## config.mk

```make
export PLATFORM = sky130hd
export DESIGN_NAME = cfg_cmd_parser
export DESIGN_NICKNAME = d
export VERILOG_FILES = /design/src/rtl/cfg_cmd_parser.sv
export SDC_FILE = /design/constraint.sdc
export NUM_CORES = 1
export LEC_CHECK = 0
export ABC_AREA = 1
export CAP_MARGIN = 15
export CORE_MARGIN = 4
export CORE_UTILIZATION = 53
export DETAILED_ROUTE_END_ITERATION = 16
export MAX_ROUTING_LAYER = met4
export PLACE_DENSITY = 0.84
export SYNTH_ARGS = -nofsm -noshare
export SYNTH_HDL_FRONTEND = slang
export SYNTH_SLANG_ARGS = --single-unit
```

## constraint.sdc

```tcl
create_clock -name clk -period 2.2 [get_ports clk]
set_input_delay 0.44 -clock clk [delete_from_list [all_inputs] [get_ports clk]]
set_output_delay 0.44 -clock clk [all_outputs]
set_load 0.01 [all_outputs]
```

## src/rtl/cfg_cmd_parser.sv

```systemverilog
// Decodes 3-byte {header, data, checksum} frames from the UART byte stream and
// issues each valid command as one write on the divider's valid/ready config port.
module cfg_cmd_parser #(
   parameter logic [3:0]  SYNC      = 4'hA,
   parameter logic [15:0] ADDR_MASK = 16'h0110,
   parameter int          TIMEOUT   = 50000,
   parameter int          TW        = 16
) (
   input  logic       clk,
   input  logic       rst,
   input  logic       rx_valid,
   input  logic [7:0] rx_data,
   input  logic       c_ready,
   output logic       c_valid,
   output logic [3:0] c_addr,
   output logic [7:0] c_data,
   output logic       busy,
   output logic       err,
   output logic [1:0] err_code,
   output logic       ovr
);

   typedef enum logic [1:0] {IDLE, GET_DATA, GET_CSUM, ISSUE} state_t;

   localparam logic [TW-1:0] T_LAST = TW'(TIMEOUT - 1);

   state_t        state_q, state_d;
   logic [7:0]    hdr_q, hdr_d, data_q, data_d;
   logic [3:0]    addr_q, addr_d;
   logic [TW-1:0] timer_q, timer_d;
   logic          c_valid_d, busy_d, err_d, ovr_d;
   logic [3:0]    c_addr_d;
   logic [7:0]    c_data_d;
   logic [1:0]    err_code_d;

   always_ff @(posedge clk) begin
      if (rst) begin
         state_q  <= IDLE;
         hdr_q    <= '0;
         data_q   <= '0;
         addr_q   <= '0;
         timer_q  <= '0;
         c_valid  <= 1'b0;
         c_addr   <= '0;
         c_data   <= '0;
         busy     <= 1'b0;
         err      <= 1'b0;
         err_code <= '0;
         ovr      <= 1'b0;
      end else begin
         state_q  <= state_d;
         hdr_q    <= hdr_d;
         data_q   <= data_d;
         addr_q   <= addr_d;
         timer_q  <= timer_d;
         c_valid  <= c_valid_d;
         c_addr   <= c_addr_d;
         c_data   <= c_data_d;
         busy     <= busy_d;
         err      <= err_d;
         err_code <= err_code_d;
         ovr      <= ovr_d;
      end
   end

   always_comb begin
      state_d    = state_q;
      hdr_d      = hdr_q;
      data_d     = data_q;
      addr_d     = addr_q;
      timer_d    = timer_q;
      c_valid_d  = c_valid;
      c_addr_d   = c_addr;
      c_data_d   = c_data;
      err_d      = 1'b0;
      err_code_d = 2'b00;
      ovr_d      = 1'b0;

      case (state_q)
         IDLE: begin
            if (rx_valid && rx_data[7:4] == SYNC) begin
               hdr_d   = rx_data;
               addr_d  = rx_data[3:0];
               timer_d = '0;
               state_d = GET_DATA;
            end
         end
         GET_DATA: begin
            if (rx_valid) begin
               data_d  = rx_data;
               timer_d = '0;
               state_d = GET_CSUM;
            end
         end
         GET_CSUM: begin
            if (rx_valid) begin
               timer_d = '0;
               if (rx_data != (hdr_q ^ data_q)) begin
                  err_d      = 1'b1;
                  err_code_d = 2'b01;
                  state_d    = IDLE;
               end else if (!ADDR_MASK[addr_q]) begin
                  err_d      = 1'b1;
                  err_code_d = 2'b10;
                  state_d    = IDLE;
               end else begin
                  c_valid_d = 1'b1;
                  c_addr_d  = addr_q;
                  c_data_d  = data_q;
                  state_d   = ISSUE;
               end
            end
         end
         ISSUE: begin
            // the command is already captured, so any byte here is lost
            ovr_d = rx_valid;
            if (c_ready) begin
               c_valid_d = 1'b0;
               state_d   = IDLE;
            end
         end
         default: state_d = IDLE;
      endcase

      // inter-byte timer; a byte arriving in the expiry cycle wins
      if ((state_q == GET_DATA || state_q == GET_CSUM) && !rx_valid) begin
         if (timer_q == T_LAST) begin
            err_d      = 1'b1;
            err_code_d = 2'b11;
            timer_d    = '0;
            state_d    = IDLE;
         end else if (timer_q != '1) begin
            timer_d = timer_q + 1'b1;
         end
      end

      busy_d = (state_d != IDLE);
   end

endmodule

```

==> results of run 1 <==
==> synthesized netlist by cell type (all sizes together), types with 2 or more instances <==
library cell	count
nand2	102
inv	55
dfxtp	53
a21oi	47
o21ai	33
nand3	25
nor2	24
nor3	13
nand4	6
buf	5
clkbuf	5
ha	5
nor4	4
o2111ai	2
o211ai	2
xnor2	2
==> sequential cells by signal, summed over array words and instances (netlist names), named ones only <==
signal / flops
busy: 1
data_q: 8
err_code: 2
c_data: 8
state_q: 2
ovr: 1
timer_q: 16
c_valid: 1
c_addr: 4
hdr_q: 8
err: 1
==> power groups by stage <==
stage	sequential (µW)	combinational, µW	clock [µW]
floorplan	1020	155	0
global placement	1020	233	0
detailed placement	1020	239	0
CTS	998	241	701
global route	1000	273	734
finish	999	243	687
==> cells in the final DEF (no fill, tap or decap), drive strengths merged <==
cell,Yosys,final
xor2,1,1
o21ai,33,33
xnor2,2,2
inv,55,56
buf,5,16
nor2,24,24
o211ai,2,2
a31oi,1,1
nand4,6,6
nor4,4,4
bufinv,0,1
clkinvlp,0,1
a21oi,47,47
clkdlybuf4s50,0,29
nor3,13,13
ha,5,5
dfxtp,53,53
nand2,102,102
o2111ai,2,2
nand3b,1,1
nand3,25,25
and3,1,1
clkbuf,5,5
==> worst max-delay path, delay by kind of cell <==
kind,cells,cell delay [ps]
simple gates,7,820
buf+inv,3,760
compound gates,2,240
==> per-stage QoR <==
step | hold slack [ps] | setup slack (ps) | cells | power, µW | TNS, ps
after floorplan | 437 | 422 | 387 | 1170 | 0
after global placement | 455 | -76.2 | 489 | 1250 | -114
after detailed placement | 458 | -84.6 | 489 | 1260 | -770
after CTS | 474 | 201 | 497 | 1940 | 0
after global routing | 503 | 0.0953 | 497 | 2010 | 0
final | 473 | 197 | 497 | 1930 | 0
==> logic make-up after synthesis <==
family	count (synthesis)	synth area share, %
and+or+nand+nor	176	31.0
AOI/OAI and AO/OA	85	16.7
buffers and inverters	65	9.69
DFF	53	39.3
adders and majority gates	5	2.32
xor gates and xnor gates	3	0.974
==> worst min-delay path by stage <==
| stage | end | slack (ps) | depth (start not counted) |
|---|---|---|---|
| after detailed placement | hdr_q[4] | 460 | 2 |
| after CTS | hdr_q[4] | 470 | 2 |
| after global placement | hdr_q[6] | 450 | 2 |
| after global routing | hdr_q[7] | 500 | 2 |
| final | hdr_q[4] | 470 | 2 |
| after floorplan | hdr_q[4] | 440 | 2 |
==> per-layer routing <==
layer / track usage [%] / up-vias / wire, µm
li1: - / 1346 / -
met1: 28.5 / 1217 / 2850
met2: 34.3 / 75 / 2890
met3: 3.97 / 10 / 334
met4: 6.70 / 0 / 92
met5: - / - / 0
==> area by class of cell <==
class / instances / share of cell area (%)
clock inverter: 3 / 1.49
sequential: 53 / 32.4
tap: 67 / 2.56
timing repair buffer: 45 / 12.9
inverter: 55 / 6.39
clock buffer: 5 / 2.10
multi-input combinational: 269 / 42.1
==> timing repair <==
action | 4_1_cts | 5_1_grt
endpoints found under the setup margin | 0 | 1
resized for setup | 0 | 1
hold buffers | 0 | 0
==> reports/qor.yml, run 1 <==
power:
  seqPwrFrac_pct: 51.8
  power_switching_uw: 505
  pwr-share-clk_pct: 35.6
  combPwrFrac_pct: 12.6
  swShare_pct: 26.2
  ir_worst_vdd_uv: 371
  p_leak_uw: 0.00137
  power.density_nw_per_um2: 590
  intPower_uw: 1420
yosys:
  synth_seq_cells: 53
  synth_nets: 404
  synth_ff_type: "dfxtp_1"
  synth_warnings: 0
  netlist_area_um2: 2700
  synth_edf_count: 0
  yosysSeqAreaShare_pct: 39.3
  synth.avg_cell_area_um2: 6.97
  synth_area_leaders: "dfxtp_1 (39%), nand2_1 (14%), a21oi_1 (8.7%), inv_1 (7.4%), o21ai_0 (5.6%)"
  synthDistinctLibCells: 34
  synth_top_area_share_pct: 39.3
  syn_inst: 387
  yosysTopAreaCell: "dfxtp_1"
  async_flop_share_pct: 0
grt:
  grt_max_degree: 25
  antenna_found_initial: 0
  grt_pass1_wl_um: 10700
  groute.usage.overall_pct: 21.8
  grt_pass1_vias: 2382
  gr-total-overflow: 0
worst_setup_path:
  crit_arrival_ps: 2250
  worst_r2r_endpoint: "timer_q[5]"
  worstPathCellList: "clkdlybuf4s50_1 > inv_1 > nand2_1 > nand3_1 > nand2_1 > nand2_1 > nor2_1 > nand3_2 > nor3_4 > buf_12 > o21ai_0 > a21oi_1"
  slowest_delay_ps: 520
  worstSetupPathType: "input pin to flop"
  crit_end: "c_addr[3]"
  critPathMaxFanout: 24
  crit_top_cell: "nand2_1"
  r2r-start: "timer_q[1]"
  rr_worst_depth: 13
  crit_slowest_cell: "clkdlybuf4s50_1"
  end_kind: "flop"
  ff2ff_setup_slack_ps: 250
  startpoint_type: "input pin"
  cp-startpoint: "rx_data[5]"
  cp.required_ps: 2450
layout:
  final_nets: 446
  n_antenna_cell: 0
  multi_input_area_um2: 1380
  regArea_um2: 1060
  postLayoutCoreUtil_pct: 67.9
  drive_above_1_share_pct: 10.5
  syn2layout_area_growth_pct: 21.3
  fin_area_um2: 3270
  fill_cells: 415
sta:
  tightestPinTransition_ps: 395
  rsz0062_at_grt: "false"
  drv_slew: 0
  period_needed_ps: 2000
  max_freq_ghz: 0.499
  setup_viol: 0
  slew_headroom_pct: 73.4
  fin_skew_ps: 9.02
  finalHoldViolCount: 0
  timing.final.crit_share_pct: 91.0
placement:
  gp_congestion: 0.936
  port_buffers: 29
  place_area_um2: 3150
  dpl.hpwl_um: 4560
clock_network:
  cts_num_sinks: 53
  htreeDepth: 2
  cts_buffers: 5
  ctsRootBufferMaster: "clkbuf_8"
  cts_tree: "done"
  clk_path_buf_depth: 2
  path_clk_slew_ps: 100
  post_cts_buffers: 0
  insertion_delay_ps: 310
floorplanning:
  io-pin-count: 30
  initial_core_util_pct: 56.0
  dieArea_um2: 6290
  placeableCoreArea_um2: 4820
  die_x_um: 79.3
  row_count: 25
  die_h_um: 79.3
status:
  outcome: "complete, no violations"
hold_path:
  hp-start: "hdr_q[4]"
  hp-class: "flop to flop"
drt:
  drtAntennaViolNets: 0
  vias: 2648
  drt_iter0_markers: 164
  routed_via_density: 5.33
  wl_um: 6170
  first_pass_iters: 5
  route.detailed.drc: 0
  wl_per_cell_um: 12.4
flow_run:
  cap_violations: 0
(Power assumes the default switching activity.)
==> inputs of run 2 (changes only) <==
--- a/config.mk
+++ b/config.mk
@@ -7,11 +7,13 @@
 export LEC_CHECK = 0
 export ABC_AREA = 1
 export CAP_MARGIN = 15
+export CORE_ASPECT_RATIO = 0.5
 export CORE_MARGIN = 4
 export CORE_UTILIZATION = 53
 export DETAILED_ROUTE_END_ITERATION = 16
 export MAX_ROUTING_LAYER = met4
 export PLACE_DENSITY = 0.84
+export SLEW_MARGIN = 10
 export SYNTH_ARGS = -nofsm -noshare
 export SYNTH_HDL_FRONTEND = slang
 export SYNTH_SLANG_ARGS = --single-unit
==> constraint.sdc (replaced) <==
create_clock -name clk -period 2.1 [get_ports clk]
set_input_delay 0.42 -clock clk [delete_from_list [all_inputs] [get_ports clk]]
set_output_delay 0.42 -clock clk [all_outputs]
set_load 0.01 [all_outputs]
==> run 2 against run 1 <==
Against the previous run: largest cell class unchanged; clock power rose by 21%; total power rose by 11%; core utilization fell by 0.75 points; largest power group unchanged.
==> reports/qor.yml, run 2 (same netlist as run 1, synthesis figures left out) <==
sta:
  timing.final.crit_share_pct: 94.0
  setup_viol: 0  # unchanged
  tightestPinTransition_ps: 405  # +10.1 ps
  period_needed_ps: 1970
  worst_slack_ps: 126  # -71.5 ps
  slew_headroom_pct: 72.7  # -0.70 points
  drv_slew: 0  # unchanged
  rsz0062_at_grt: "false"
  fin_skew_ps: 10.2  # +1.19 ps
  max_freq_ghz: 0.507
  finalHoldViolCount: 0  # unchanged
placement:
  placed_cells: 494  # +1.0%
  port_buffers: 29  # unchanged
  gp_congestion: 1.01  # +8.1%
  dpl.hpwl_um: 4670  # +2.6%
  dpl_worst_slack_ps: -105  # -20.5 ps
worst_setup_path:
  cp-startpoint: "timer_q[1]"
  rr_worst_depth: 12  # -1
  ff2ff_setup_slack_ps: 130  # -120 ps
  crit_end: "timer_q[9]"
  worstSetupPathType: "flop to flop"
  end_kind: "flop"
  critPathMaxFanout: 7  # -71%
  startpoint_type: "flop"
  crit_arrival_ps: 2210  # -40 ps
  worst_r2r_endpoint: "timer_q[9]"
  cp.required_ps: 2330  # -120 ps
  r2r-start: "timer_q[1]"
clock_network:
  insertion_delay_ps: 310  # about the same
  ctsResizeCount: 0  # unchanged
  post_cts_buffers: 0  # unchanged
  path_clk_slew_ps: 100  # about the same
  ctsRootBufferMaster: "clkbuf_8"
  cts_num_sinks: 53  # unchanged
  hold_buffers: 0  # unchanged
  htreeDepth: 2  # unchanged
  cts_buffers: 5  # unchanged
  cts_tree: "done"
  clk_path_buf_depth: 2  # unchanged
grt:
  grt_pass1_wl_um: 11200  # +4.1%
  grt_max_degree: 25  # unchanged
  groute.usage.overall_pct: 22.4  # +0.61 points
  antenna_found_initial: 0  # unchanged
  grt_pass1_vias: 2677  # +12%
  gr-total-overflow: 0  # unchanged
drt:
  drtAntennaViolNets: 0  # unchanged
  routed_via_density: 5.32  # about the same
  vias: 2672  # +0.91%
  drt_iter0_markers: 129  # -21%
  route.detailed.drc: 0  # unchanged
  wl_um: 6370  # +3.2%
  first_pass_iters: 4  # -1
  wl_per_cell_um: 12.7  # +2.2%
power:
  total_power_uw: 2140  # +11%
  seqPwrFrac_pct: 49.0  # -2.8 points
  p_leak_uw: 0.00140  # +2.4%
  combPwrFrac_pct: 12.1  # -0.5 points
  intPower_uw: 1610  # +13%
  ir_worst_vdd_uv: 450  # +21%
  power.density_nw_per_um2: 645  # +9.4%
  power_switching_uw: 527  # +4.3%
  pwr-share-clk_pct: 38.9  # +3.3 points
  swShare_pct: 24.7  # -1.5 points
floorplanning:
  placeableCoreArea_um2: 4930  # +2.4%
  dieArea_um2: 6360  # +1.1%
  die_x_um: 109  # +37%
  die_h_um: 58.4  # -26%
  initial_core_util_pct: 54.7  # -1.3 points
  row_count: 18  # -28%
  io-pin-count: 30  # unchanged
layout:
  drive_above_1_share_pct: 10.9  # +0.41 points
  final_common_cell: "nand2_1"
  instances_no_fill: 502  # +1.0%
  final_nets: 448  # +0.45%
  n_antenna_cell: 0  # unchanged
  mostFrequentLayoutCells: "nand2_1 (98), inv_1 (53), dfxtp_1 (53)"
  largest_reg_flops: 16  # unchanged
  syn2layout_area_growth_pct: 22.8
  top_register: "timer_q"
hold_path:
  hp-class: "flop to flop"
status:
  outcome: "complete, no violations"
flow_run:
  cap_violations: 0  # unchanged
run 2: cell types whose count changed in the layout (fill, tap and decap cells not counted), sizes merged:
cell,before,now
clkdlybuf4s50,29,28
dlymetal6s2s,0,1
clkinvlp,1,0
buf,16,18
bufinv,1,2
run 2: power by group through the flow:
stage | Sequential (µW) | Clock [µW] | Combinational [µW]
3_5_place_dp | 1070 | 0 | 254
5_1_grt | 1050 | 890 | 292
4_1_cts | 1050 | 843 | 256
3_3_place_gp | 1070 | 0 | 245
6_report | 1050 | 831 | 259
2_1_floorplan | 1070 | 0 | 162
run 2: stage by stage:
step	utilization [%]	TNS [ps]	hold slack, ps	area, µm²
global route	67.2	0	509	3310
floorplan	-	0	437	2700
finish	67.2	0	474	3310
CTS	67.1	0	470	3310
global placement	64.3	-857	448	3170
detailed placement	64.3	-1270	455	3170
run 2: worst min-delay path by stage:
| stage | startpoint | end | slack (ps) | cells after the start |
|---|---|---|---|---|
| finish | hdr_q[6] | hdr_q[6] | 470 | 2 |
| global route | hdr_q[7] | hdr_q[7] | 510 | 2 |
| CTS | hdr_q[6] | hdr_q[6] | 470 | 2 |
| detailed placement | hdr_q[6] | hdr_q[6] | 450 | 2 |
| global placement | hdr_q[4] | hdr_q[4] | 450 | 2 |
| floorplan | hdr_q[4] | hdr_q[4] | 440 | 2 |
run 2: area by class of cell:
| cell class | count | area, µm² |
|---|---|---|
| inverters | 55 | 209 |
| repair buffers | 47 | 440 |
| clock buffers | 5 | 68.8 |
| clock inverters | 3 | 68.8 |
| fillers | 403 | 1620 |
| multi-input cells | 269 | 1380 |
| well taps | 70 | 87.6 |
| flip-flops and latches | 53 | 1060 |
run 2: critical path, stage by stage (launching register included):
cell and delay, ps:
dfxtp_1 400, ha_1 260, nand3_2 150, nor2_4 130
nand3_2 110, nor2_4 150, nand2_4 90, nor2_8 100
nand2_2 70, nand2_4 70, buf_4 150, nor2_1 50
nor3_1 170
run 2: metal layers:
layer / up-vias / wire length [µm] / global-route usage (%)
met4: 0 / 137 / 8.27
met5: - / 0 / -
met1: 1220 / 2760 / 25.2
met2: 85 / 3150 / 40.3
met3: 19 / 316 / 4.05
li1: 1348 / - / -
==> inputs of run 3 (changes only) <==
--- a/config.mk
+++ b/config.mk
@@ -13,6 +13,7 @@
 export DETAILED_ROUTE_END_ITERATION = 16
 export MAX_ROUTING_LAYER = met4
 export PLACE_DENSITY = 0.84
+export REMOVE_ABC_BUFFERS = 1
 export SLEW_MARGIN = 10
 export SYNTH_ARGS = -nofsm -noshare
 export SYNTH_HDL_FRONTEND = slang
==> run 3 against run 2 <==
Against the previous run: cell count stayed put; maximum frequency up 1.1%; flip-flop and latch count stayed put; critical path type unchanged; largest power group unchanged.
==> reports/qor.yml, run 3 (same netlist as run 1, synthesis figures left out) <==
sta:
  period_needed_ps: 1950  # -22.1 ps
  rsz0062_at_grt: "false"
  fin_skew_ps: 8.28  # -1.93 ps
  hold_ws_ps: 468  # -5.75 ps
  tightestPinTransition_ps: 350  # -55.2 ps
  slew_headroom_pct: 76.4  # +3.7 points
  drv_slew: 0  # unchanged
  timing.final.crit_share_pct: 93.0  # -1.1 points
  finalHoldViolCount: 0  # unchanged
  max_freq_ghz: 0.512  # +1.1%
  setup_viol: 0  # unchanged
layout:
  largest_reg_flops: 16  # unchanged
  n_antenna_cell: 0  # unchanged
  drive_above_1_share_pct: 11.1  # +0.23 points
  fill_cells: 422  # +4.7%
  final_nets: 449  # +0.22%
  top_register: "timer_q"
  mostFrequentLayoutCells: "nand2_1 (98), inv_1 (53), dfxtp_1 (52)"
  postLayoutCoreUtil_pct: 66.3  # -0.84 points
  syn2layout_area_growth_pct: 21.3
  final_common_cell: "nand2_1"
placement:
  port_buffers: 29  # unchanged
  gp_congestion: 0.915  # -9.6%
  dpl.hpwl_um: 4560  # -2.4%
drt:
  routed_via_density: 5.25  # -1.5%
  drt_iter0_markers: 130  # +0.78%
  route.detailed.drc: 0  # unchanged
  wl_um: 6030  # -5.4%
  drtAntennaViolNets: 0  # unchanged
  vias: 2633  # -1.5%
  first_pass_iters: 4  # unchanged
  wl_per_cell_um: 12.0  # -5.4%
clock_network:
  path_clk_slew_ps: 90  # about the same
  cts_tree: "done"
  cts_buffers: 5  # unchanged
  insertion_delay_ps: 310  # about the same
  hold_buffers: 0  # unchanged
  clk_path_buf_depth: 2  # unchanged
  ctsRootBufferMaster: "clkbuf_8"
  cts_num_sinks: 53  # unchanged
  htreeDepth: 2  # unchanged
worst_setup_path:
  worstSetupPathType: "flop to flop"
  cp.required_ps: 2350  # +20 ps
  startpoint_type: "flop"
  crit_arrival_ps: 2200  # about the same
  end_kind: "flop"
  critPathMaxFanout: 17  # +10
floorplanning:
  die_h_um: 58.4  # unchanged
  io-pin-count: 30  # unchanged
  die_x_um: 109  # unchanged
  dieArea_um2: 6360  # unchanged
  initial_core_util_pct: 54.7  # unchanged
  row_count: 18  # unchanged
  placeableCoreArea_um2: 4930  # unchanged
grt:
  grt_pass1_vias: 2477  # -7.5%
  grt_pass1_wl_um: 10300  # -7.2%
  groute.usage.overall_pct: 20.7  # -1.7 points
  gr-total-overflow: 0  # unchanged
  antenna_found_initial: 0  # unchanged
  grt_max_degree: 25  # unchanged
hold_path:
  hp-class: "flop to flop"
status:
  outcome: "complete, no violations"
power:
  ir_worst_vdd_uv: 391  # -13%
  power.density_nw_per_um2: 576  # -11%
  p_leak_uw: 0.00137  # -2.3%
  total_power_uw: 1880  # -12%
flow_run:
  cap_violations: 0  # unchanged
[run 3: final timing paths]
check | to | cells after the start | start | slack, ps
setup / recovery | timer_q[5] | 13 | timer_q[1] | 150
hold / removal | hdr_q[6] | 2 | hdr_q[6] | 470
setup reg to reg | timer_q[5] | 13 | timer_q[1] | 150
hold reg to reg | hdr_q[6] | 2 | hdr_q[6] | 470
[run 3: area by class of cell]
type                       count  area (µm²)  area share, %
clock inverter                 1        7.51          0.229
multi-input combinational    269        1380           42.1
sequential                    53        1060           32.5
inverter                      55         209           6.39
tap                           70        87.6           2.68
clock buffer                   6        82.6           2.52
timing repair buffer          48         445           13.6
[run 3: routing by layer]
layer  up-vias  routed length [µm]  global-route usage [%]
met3        20                 272                    3.72
met4         0                 158                    8.45
met2        70                2950                    37.1
li1       1352                   -                       -
met5         -                   0                       -
met1      1191                2640                    23.0
[run 3: metrics by stage]
stage | setup WS (ps) | TNS [ps] | std cells | cell area, µm²
after detailed placement | -91.9 | -1460 | 495 | 3180
final | 148 | 0 | 502 | 3270
after global placement | -42.4 | -334 | 495 | 3180
after global routing | 21.9 | 0 | 502 | 3270
after CTS | 66.6 | 0 | 502 | 3270
after floorplan | 370 | 0 | 377 | 2650
[run 3: timing repair]
| item | 4_1_cts | 5_1_grt |
|---|---|---|
| endpoints found under the setup margin | 0 | 7 |
| hold endpoints to repair | 0 | 0 |
| gates resized for setup | 0 | 2 |
| buffers inserted | 0 | 0 |
[run 3: where the power goes]
part | internal [µW] | switching, µW
logic | 98.7 | 154
registers | 1030 | 17.1
clock network | 261 | 323
[run 3: critical path, cell delays in order, from the launching register on]
cell,delay (ps)
dfxtp_2,370
ha_2,230
nand3_2,130
nor2_4,140
nand3_2,110
nor2_4,150
nand2_4,90
nor2_8,100
nand2_2,70
nand2_4,130
inv_4,110
nand2_1,100
nand4_1,80
nor2_1,100
